## src/rtl/alu_pipe.sv

```systemverilog
// alu_pipe: pipelined integer ALU / branch-resolution unit.
// An accepted op is evaluated combinationally, then carried through STAGES
// register stages with per-stage valid/ready so bubbles collapse under stall.
// The last stage presents the result, branch resolution and mispredict flag.
module alu_pipe #(
    parameter int XLEN   = 32,
    parameter int STAGES = 2,   // legal 1..4, equals latency in cycles
    parameter int ROB_W  = 5,
    parameter int PHYS_W = 6,
    parameter int ARCH_W = 5
) (
    input  logic              clk,
    input  logic              rst_n,
    input  logic              req_valid,
    output logic              req_ready,
    input  logic [XLEN-1:0]   op_a,
    input  logic [XLEN-1:0]   op_b,
    input  logic [XLEN-1:0]   op_imm,
    input  logic              use_imm,
    input  logic [3:0]        alu_op,
    input  logic [1:0]        ctrl_type,
    input  logic [2:0]        funct3,
    input  logic [31:0]       pc,
    input  logic              pred_taken,
    input  logic [31:0]       pred_target,
    input  logic [ARCH_W-1:0] rd_arch,
    input  logic [PHYS_W-1:0] pd_phys,
    input  logic [ROB_W-1:0]  rob_idx,
    input  logic              dest_we,
    input  logic              flush,
    output logic              resp_valid,
    input  logic              resp_ready,
    output logic [XLEN-1:0]   resp_value,
    output logic [ARCH_W-1:0] resp_rd,
    output logic [PHYS_W-1:0] resp_pd,
    output logic [ROB_W-1:0]  resp_rob_idx,
    output logic              resp_dest_we,
    output logic              resp_is_ctrl,
    output logic              resp_br_taken,
    output logic [31:0]       resp_br_target,
    output logic              resp_mispredict,
    output logic [2:0]        inflight
);

    localparam int SH_W = $clog2(XLEN);

    typedef enum logic [3:0] {
        OP_ADD  = 4'd0, OP_SUB = 4'd1, OP_XOR = 4'd2, OP_OR  = 4'd3,
        OP_AND  = 4'd4, OP_SLL = 4'd5, OP_SRL = 4'd6, OP_SRA = 4'd7,
        OP_SLT  = 4'd8, OP_SLTU = 4'd9
    } alu_op_e;

    typedef enum logic [1:0] {
        CTRL_NONE = 2'd0, CTRL_BRANCH = 2'd1, CTRL_JAL = 2'd2, CTRL_JALR = 2'd3
    } ctrl_e;

    typedef struct packed {
        logic [XLEN-1:0]   value;
        logic [ARCH_W-1:0] rd;
        logic [PHYS_W-1:0] pd;
        logic [ROB_W-1:0]  rob;
        logic              dest_we;
        logic              is_ctrl;
        logic              taken;
        logic [31:0]       target;
        logic              mispredict;
    } stage_t;

    logic [XLEN-1:0]   w_b;
    logic [SH_W-1:0]   w_shamt;
    logic [XLEN-1:0]   w_alu_res;
    logic              w_cond;
    logic [31:0]       w_pc4;
    logic [31:0]       w_pc_imm;
    logic [XLEN-1:0]   w_jalr_sum;
    stage_t            w_stage0;
    logic [STAGES:0]   w_stage_ready;

    logic [STAGES-1:0] r_valid;
    stage_t            r_stage [STAGES];

    assign w_b        = use_imm ? op_imm : op_b;
    assign w_shamt    = w_b[SH_W-1:0];
    assign w_pc4      = pc + 32'd4;
    assign w_pc_imm   = pc + 32'(op_imm);
    assign w_jalr_sum = op_a + op_imm;

    // ALU datapath: select the arithmetic/logic result for alu_op.
    always_comb begin
        // NOTE: every always_comb output gets a default first so no path can infer a latch.
        w_alu_res = '0;
        case (alu_op)
            OP_ADD:  w_alu_res = op_a + w_b;
            OP_SUB:  w_alu_res = op_a - w_b;
            OP_XOR:  w_alu_res = op_a ^ w_b;
            OP_OR:   w_alu_res = op_a | w_b;
            OP_AND:  w_alu_res = op_a & w_b;
            OP_SLL:  w_alu_res = op_a << w_shamt;
            OP_SRL:  w_alu_res = op_a >> w_shamt;
            OP_SRA:  w_alu_res = $unsigned($signed(op_a) >>> w_shamt);
            OP_SLT:  w_alu_res = {{(XLEN-1){1'b0}}, ($signed(op_a) < $signed(w_b))};
            OP_SLTU: w_alu_res = {{(XLEN-1){1'b0}}, (op_a < w_b)};
            default: w_alu_res = '0;
        endcase
    end

    // Branch condition from funct3; compares always use op_a against op_b.
    always_comb begin
        w_cond = 1'b0;
        case (funct3)
            3'b000:  w_cond = (op_a == op_b);
            3'b001:  w_cond = (op_a != op_b);
            3'b100:  w_cond = ($signed(op_a) <  $signed(op_b));
            3'b101:  w_cond = ($signed(op_a) >= $signed(op_b));
            3'b110:  w_cond = (op_a <  op_b);
            3'b111:  w_cond = (op_a >= op_b);
            default: w_cond = 1'b0;
        endcase
    end

    // Stage-0 payload: control-flow resolution, mispredict and passthrough fields.
    always_comb begin
        w_stage0         = '0;
        w_stage0.value   = w_alu_res;
        w_stage0.rd      = rd_arch;
        w_stage0.pd      = pd_phys;
        w_stage0.rob     = rob_idx;
        w_stage0.dest_we = dest_we;
        w_stage0.target  = w_pc4;
        case (ctrl_type)
            CTRL_BRANCH: begin
                w_stage0.is_ctrl = 1'b1;
                w_stage0.taken   = w_cond;
                w_stage0.target  = w_cond ? w_pc_imm : w_pc4;
            end
            CTRL_JAL: begin
                w_stage0.is_ctrl = 1'b1;
                w_stage0.taken   = 1'b1;
                w_stage0.target  = w_pc_imm;
                w_stage0.value   = XLEN'(w_pc4);
            end
            CTRL_JALR: begin
                w_stage0.is_ctrl = 1'b1;
                w_stage0.taken   = 1'b1;
                w_stage0.target  = 32'(w_jalr_sum) & ~32'd1;
                w_stage0.value   = XLEN'(w_pc4);
            end
            default: ;
        endcase
        w_stage0.mispredict = w_stage0.is_ctrl &&
                              ((w_stage0.taken != pred_taken) ||
                               (w_stage0.taken && (w_stage0.target != pred_target)));
    end

    // Stage readiness: a stage can load if it or any later stage has a hole, or the CDB pops.
    always_comb begin
        logic acc;
        acc = resp_ready;
        w_stage_ready[STAGES] = resp_ready;
        for (int i = STAGES - 1; i >= 0; i--) begin
            acc = acc || !r_valid[i];
            w_stage_ready[i] = acc;
        end
    end

    // Occupancy count from the registered valid bits only.
    always_comb begin
        inflight = '0;
        for (int i = 0; i < STAGES; i++) begin
            inflight = inflight + 3'(r_valid[i]);
        end
    end

    // Pipeline registers: advance each stage whose downstream can take it; flush clears all.
    always_ff @(posedge clk or negedge rst_n) begin
        if (!rst_n) begin
            // NOTE: the payload array is reset too, so resp_* read as zero out of reset.
            r_valid <= '0;
            for (int i = 0; i < STAGES; i++) begin
                r_stage[i] <= '0;
            end
        end else if (flush) begin
            r_valid <= '0;
        end else begin
            // NOTE: non-blocking updates let stage i read the old stage i-1 in the same edge.
            if (w_stage_ready[0]) begin
                r_valid[0] <= req_valid;
                r_stage[0] <= w_stage0;
            end
            for (int i = 1; i < STAGES; i++) begin
                if (w_stage_ready[i]) begin
                    r_valid[i] <= r_valid[i-1];
                    r_stage[i] <= r_stage[i-1];
                end
            end
        end
    end

    assign req_ready       = w_stage_ready[0] && !flush;
    assign resp_valid      = r_valid[STAGES-1] && !flush;
    assign resp_value      = r_stage[STAGES-1].value;
    assign resp_rd         = r_stage[STAGES-1].rd;
    assign resp_pd         = r_stage[STAGES-1].pd;
    assign resp_rob_idx    = r_stage[STAGES-1].rob;
    assign resp_dest_we    = r_stage[STAGES-1].dest_we;
    assign resp_is_ctrl    = r_stage[STAGES-1].is_ctrl;
    assign resp_br_taken   = r_stage[STAGES-1].taken;
    assign resp_br_target  = r_stage[STAGES-1].target;
    assign resp_mispredict = r_stage[STAGES-1].mispredict;

endmodule

```

## config.mk

```make
export PLATFORM = sky130hd
export DESIGN_NAME = alu_pipe
export DESIGN_NICKNAME = d
export VERILOG_FILES = /design/src/rtl/alu_pipe.sv
export SDC_FILE = /design/constraint.sdc
export NUM_CORES = 1
export LEC_CHECK = 0
export ABC_CLOCK_PERIOD_IN_PS = 4300
export CAP_MARGIN = 10
export CORE_MARGIN = 2
export CORE_UTILIZATION = 34
export CTS_CLUSTER_DIAMETER = 200
export DETAILED_ROUTE_END_ITERATION = 6
export SKIP_LAST_GASP = 1
export SYNTH_ARGS = -nofsm -noshare
export SYNTH_HDL_FRONTEND = slang
export SYNTH_SLANG_ARGS = --single-unit
```

## constraint.sdc

```tcl
create_clock -name clk -period 4.3 [get_ports clk]
set_clock_uncertainty 0.05 [all_clocks]
set_input_delay 1.075 -clock clk [delete_from_list [all_inputs] [get_ports clk]]
set_output_delay 1.075 -clock clk [all_outputs]
set_load 0.05 [all_outputs]
```

==> flow_metrics.tcl <==
set metrics [dict create \
    finalSetupViolations 8 \
    viasPerCell 5.70 \
    synth-edff-count 0 \
    grt_pass1_wl_um 162000 \
    ir_drop_mv 0.197 \
    final_util 0.543 \
    routed.top_layer "met5" \
    drive_gt1_frac 0.372 \
    setup_slack_ns -0.296 \
    numPortBuffers 280 \
    wl_met3_um 9150 \
    power.total_w 0.00939 \
    start_util 0.342 \
    netlist.area_leader.share 0.194 \
    synthFlopType "dfrtp_1" \
    fp.coreArea_um2 64100 \
    power.share.sequential 0.217 \
    ios 282 \
    drt_iter0_markers 2987 \
    rsz0062_at_grt "true" \
    routed_wl_um 113000 \
    syn_avg_cell_area_um2 7.54 \
    clock-root-buffer "clkbuf_16" \
    fin_cells 4776 \
    finalCriticalPeriod_ns 4.60 \
    clkTransAtPathRegs_ns 0.07 \
    mappedNetlistNets 3295 \
    hold_buffers 0 \
    grt_use_total 0.320 \
    p_leak_nw 16.2 \
    p_switching_w 0.00418 \
    dieArea_um2 66500 \
    htree_levels 4 \
    place_ws_ns -1.38 \
    finalHoldViolations 0 \
    overflow 0 \
    share_comb_of_total_power 0.617 \
    syn_to_final_growth_pct 59.0 \
    cp_data_arrival_time_ns 4.87 \
    clk_latency_ns 0.44 \
    die_w_um 258 \
    ys_top_cells_by_area "dfrtp_1 (19%), ha_1 (11%), nand2_1 (5.8%)" \
    worstSetupPathType "input pin to flop" \
    clockBufferDepth 2 \
    place_congestion 1.02 \
    yosysSeqAreaShare 0.194 \
    maxCapViolations 0 \
    hpwl_um 90700 \
    dp.cells 4662 \
    wire_per_inst_um 23.7 \
    async_flop_share 1.00 \
    rows 93 \
    slew_violations 0 \
    syn-cell-area_um2 21900 \
    cp-end-kind "flop" \
    clkPwrFrac 0.166 \
    yosysTopAreaCell "dfrtp_1" \
    grt_max_degree 78 \
    crit_path_start_kind "input pin" \
    synth_common_cells "nand2_1 (339), nor2_1 (257), o21ai_0 (226), a21oi_1 (208), ha_1 (192)" \
    synthCells 2906 \
    cts_tree "built" \
    ys_seq_elements 170 \
    final.period_utilization 1.07 \
    layout.nets 4291 \
    remaining_drc_errors 0 \
    timing_worst_slew_pin_value_ns 0.736 \
    power.density_nw_per_um2 270 \
    wl_met2_um 48400 \
    antenna_left 0 \
    setup_tns_ns -0.673 \
    yosysMostFrequentCell "nand2_1" \
    vias 27243 \
    hp-class "flop to flop" \
    cts_buffers 17 \
    grt_pass1_vias 25490 \
    violations "negative setup slack" \
    antenna_found_initial 8 \
    die_h_um 258 \
    yosysWarnings 0 \
    fmax_mhz 218 \
    drt_pre_antenna_iters 6 \
    internal_power_w 0.00521 \
    wl_met1_um 49100 \
    cp_max_fo 6 \
    swShare 0.445 \
    status "finished, violations left" \
    cp_data_required_time_ns 4.57 \
    slew_headroom 0.506 \
    clock_sinks 170 \
    synth_cell_types 93 \
]
==> power by group through the flow <==
stage          Sequential, W  Combinational [W]  Clock (W)
2_1_floorplan        0.00202            0.00291          0
3_3_place_gp         0.00206            0.00515          0
3_5_place_dp         0.00207            0.00517          0
4_1_cts              0.00204            0.00537    0.00157
5_1_grt              0.00207            0.00610    0.00164
6_report             0.00204            0.00580    0.00156
==> flip-flops by register name, summed over array words and instances (netlist names), 2 cells and up <==
name,cells
resp_rob_idx,5
resp_pd,6
resp_value,32
resp_br_target,32
r_valid,2
resp_rd,5
r_stage,84
==> critical path, stage by stage <==
cell	delay (ns)
clkdlybuf4s15_1	0.17
inv_2	0.09
ha_4	0.21
a21oi_2	0.16
o21ai_2	0.09
a311oi_2	0.41
o21ai_4	0.11
or4_4	0.56
buf_6	0.15
o211a_4	0.18
a31oi_4	0.26
a31oi_1	0.08
o41a_1	0.42
a2111oi_4	0.28
nand4_1	0.23
nor4_2	0.30
nor2_1	0.08
==> per-layer routing <==
layer,up-vias,global-route usage
met2,1354,0.482
li1,12569,-
met1,13031,0.446
met5,-,0
met3,285,0.0476
met4,4,0.158
==> layout by cell type (no fill, tap or decap), types with 20 or more instances in the layout <==
| cell | n |
|---|---|
| xnor2_1 | 56 |
| a211oi_2 | 25 |
| a22oi_1 | 20 |
| buf_4 | 894 |
| nand3_1 | 57 |
| mux2_2 | 88 |
| xor2_1 | 52 |
| inv_2 | 35 |
| nor2_1 | 250 |
| ha_4 | 56 |
| dlymetal6s2s_1 | 52 |
| a21o_1 | 46 |
| o21ai_0 | 202 |
| nand4_1 | 28 |
| nor3_1 | 51 |
| nand2_1 | 334 |
| clkbuf_2 | 25 |
| a31oi_1 | 36 |
| mux2i_1 | 84 |
| clkdlybuf4s50_1 | 176 |
| a21oi_2 | 31 |
| a21oi_1 | 172 |
| o21a_1 | 42 |
| ha_1 | 134 |
| inv_1 | 118 |
| and3_1 | 26 |
| dfrtp_1 | 170 |
| o211ai_1 | 45 |
| buf_6 | 42 |
| a211oi_1 | 32 |
==> final timing paths <==
path,startpoint,to,slack (ns),depth (start not counted)
worst min-delay path,r_stage[135],r_stage[135],0.42,2
worst max register to register,r_valid[1],r_stage[84],1.53,11
max in group asynchronous,rst_n,r_stage[108],2.68,2
min in group asynchronous,rst_n,resp_rob_idx[3],0.56,1
worst max-delay path,op_b[3],r_stage[84],-0.30,17
worst min register to register,r_stage[135],r_stage[135],0.42,2
==> stage by stage <==
| step | instance area, µm² | hold slack, ns |
|---|---|---|
| floorplan | 22300 | 0.388 |
| global placement | 31400 | 0.403 |
| detailed placement | 31400 | 0.407 |
| CTS | 33000 | 0.426 |
| global route | 34800 | 0.449 |
| finish | 34800 | 0.424 |
==> cells by family (layout without fill, tap and decap cells) <==
family | count (synthesis) | count (layout) | share of synthesized area
fa+ha+maj | 196 | 196 | 0.113
flops | 170 | 170 | 0.194
mux | 186 | 186 | 0.0963
other cells | 1 | 7 | 0.000171
compound gates | 943 | 944 | 0.283
simple gates | 887 | 887 | 0.182
xor+xnor | 117 | 117 | 0.0468
buf+inv | 406 | 1414 | 0.0845
==> what timing repair did <==
| item | in CTS | in global routing |
|---|---|---|
| pin swaps | 88 | 150 |
| setup endpoints to repair | 58 | 47 |
| cloned | 0 | 2 |
| gates resized for setup | 205 | 422 |
| setup buffers | 40 | 45 |
==> cell type report <==
cell class | count | area (µm²)
Timing Repair Buffer | 1222 | 10200
Multi-Input combinational cell | 2331 | 18100
Sequential cell | 170 | 4250
Clock buffer | 18 | 439
Inverter | 160 | 616
Fill cell | 6010 | 29300
Clock inverter | 14 | 144
Tap cell | 855 | 1070
Antenna cell | 6 | 15.0
Power figures use the tool's default switching activity.
==> RTL change: new RTL, same flow settings <==
Reset style: synchronous (`rst_n`), changed in one clocked block.
--- a/src/rtl/alu_pipe.sv
+++ b/src/rtl/alu_pipe.sv
@@ -172,7 +172,7 @@
     end
 
     // Pipeline registers: advance each stage whose downstream can take it; flush clears all.
-    always_ff @(posedge clk or negedge rst_n) begin
+    always_ff @(posedge clk) begin
         if (!rst_n) begin
             // NOTE: the payload array is reset too, so resp_* read as zero out of reset.
             r_valid <= '0;
Check against the original RTL: differs if rst_n is asserted again (counterexample within 4 cycles, from zero or initial values and one cycle with rst_n low); with rst_n held inactive, the same outputs for 4 cycles.
==> RTL change against the unedited design <==
- the flow still finishes with violations (setup timing)
- global-route usage rose by 3.0 points
- synthesized area is 0.81% lower
- worst setup slack got worse by 520 ps
- sequential cell count unchanged
- wire length increased by 7.6%
- critical path depth is 8 higher
- design area rose by 2.0%
- power is 6.3% lower
- critical path type unchanged
- critical endpoint is now r_stage[0][83]
- highest routed layer unchanged
==> RTL change: results (changes against the unedited design) <==
Logic synthesis
  – Distinct cells, synth: 85 (-8.6%)
  – Post-Syn Nets: 3187 (-3.3%)
  – Sequential share of the synthesized area: 0.234 (+0.0398)
  – Area fraction in compound gates after synthesis: 0.262 (-0.0212)
  – Ys flop type: edfxtp_1
  – Leading post-synthesis cells by cell area: edfxtp_1 23%, ha_1 11%, nor2_1 5.2%
  – Multiplexer area fraction after synthesis: 0.0518 (-0.0445)
  – EDFF count, synth: 168 (+168)
  – Synthesized area per cell: 7.76 um2 (+3.0%)
  – Commonest cells post-synth: 301 x nor2_1, 244 x nand2_1, 200 x a21oi_1, 192 x ha_1, 178 x o21ai_0

Worst setup path
  – Critical Path Slowest Stage Cell: a2111oi_4
  – Worst path max stage delay: 440 ps (-120 ps)
  – Crit path DAT: 5380 ps (+510 ps)

Placed design
  – Gp weighted congestion: 1.03 (+0.56%)
  – DPL Wire Length: 98500 um (+8.6%)
  – Placed Area: 32000 um2 (+1.8%)
  – Placed cells: 4613 (-1.1%)

Route
  – WL/cell: 25.7 um (+8.4%)
  – DR vias: 27.0k (-0.79%)
  – DRT iter0 DRCs: 2706 (-9.4%)

Cells and area
  – Fin nets: 4267 (-0.56%)

Power
  – Pleak: 0.0160 uW (-1.2%)
  – Net Sw Frac: 0.413 (-0.0322)
  – Clock share of power: 0.178 (+0.012)
  – Peak VDD IR: 0.250 mV (+27%)

Run status
  – Status: finished, violations left
  – Failing checks: setup timing

STA
  – Worst-Margin Slew: 801 ps (+64.7 ps)
  – Final setup fails: 26 (+18)
  – PnR worst setup slack: -821 ps (-525 ps)

GRT
  – Initial antenna violation count: 4 (-4)
  – Largest net degree at the start of global routing: 105 (+35%)
  – Global Route Usage Sum: 0.350 (+0.0300)
  – Vias in the first global route: 26.0k (+1.9%)
RTL change: cell count changes in the layout (fill, tap and decap cells not counted), sizes merged, moves of 80 or more:
| cell | before | now |
|---|---|---|
| nand2 | 339 | 244 |
| edfxtp | 0 | 168 |
| dfrtp | 170 | 0 |
| mux2 | 91 | 2 |
| and3 | 27 | 122 |
| buf | 960 | 1040 |
RTL change: cell type report:
type | count | area (um2)
multi-input combinational | 2228 | 17300
antenna | 1 | 2.50
inverter | 157 | 634
clock buffer | 18 | 429
clock inverter | 14 | 174
fill | 5892 | 27600
timing repair buffer | 1304 | 10900
tap | 846 | 1060
sequential | 170 | 5080
RTL change: metal layers:
metal	wire, um	track usage
met1	53100	0.479
met2	55300	0.570
met3	8160	0.0391
met4	5010	0.123
met5	27	0
RTL change: worst register-to-register path, delay by kind of cell, from the launching register on:
family | cells | cell delay, ps
and+or+nand+nor | 4 | 1590
AOI/OAI and AO/OA | 2 | 360
DFF | 1 | 350
RTL change: path summary, 6_finish.rpt:
path,from,slack (ps),to,cells past startpoint
max,op_imm[0],-820,r_stage[0][83],25
min,r_stage[0][22],500,r_stage[0][106],1
max reg2reg,r_valid[1],1700,r_stage[0][83],6
min reg2reg,r_stage[0][22],500,r_stage[0][106],1
RTL change: cells by family after synthesis:
kind of cell,Yosys count
other,1
AND/OR/NAND/NOR,952
adder cells (fa/ha/maj),196
XOR/XNOR,118
buffers and inverters,400
AO/OA/AOI/OAI,853
multiplexers,108
flip-flops,170
RTL change: repair_timing:
item,in CTS,in global routing
gates resized for setup,505,162
buffers inserted,78,30
pin swaps,202,148
endpoints found under the setup margin,66,47
cloned,1,4
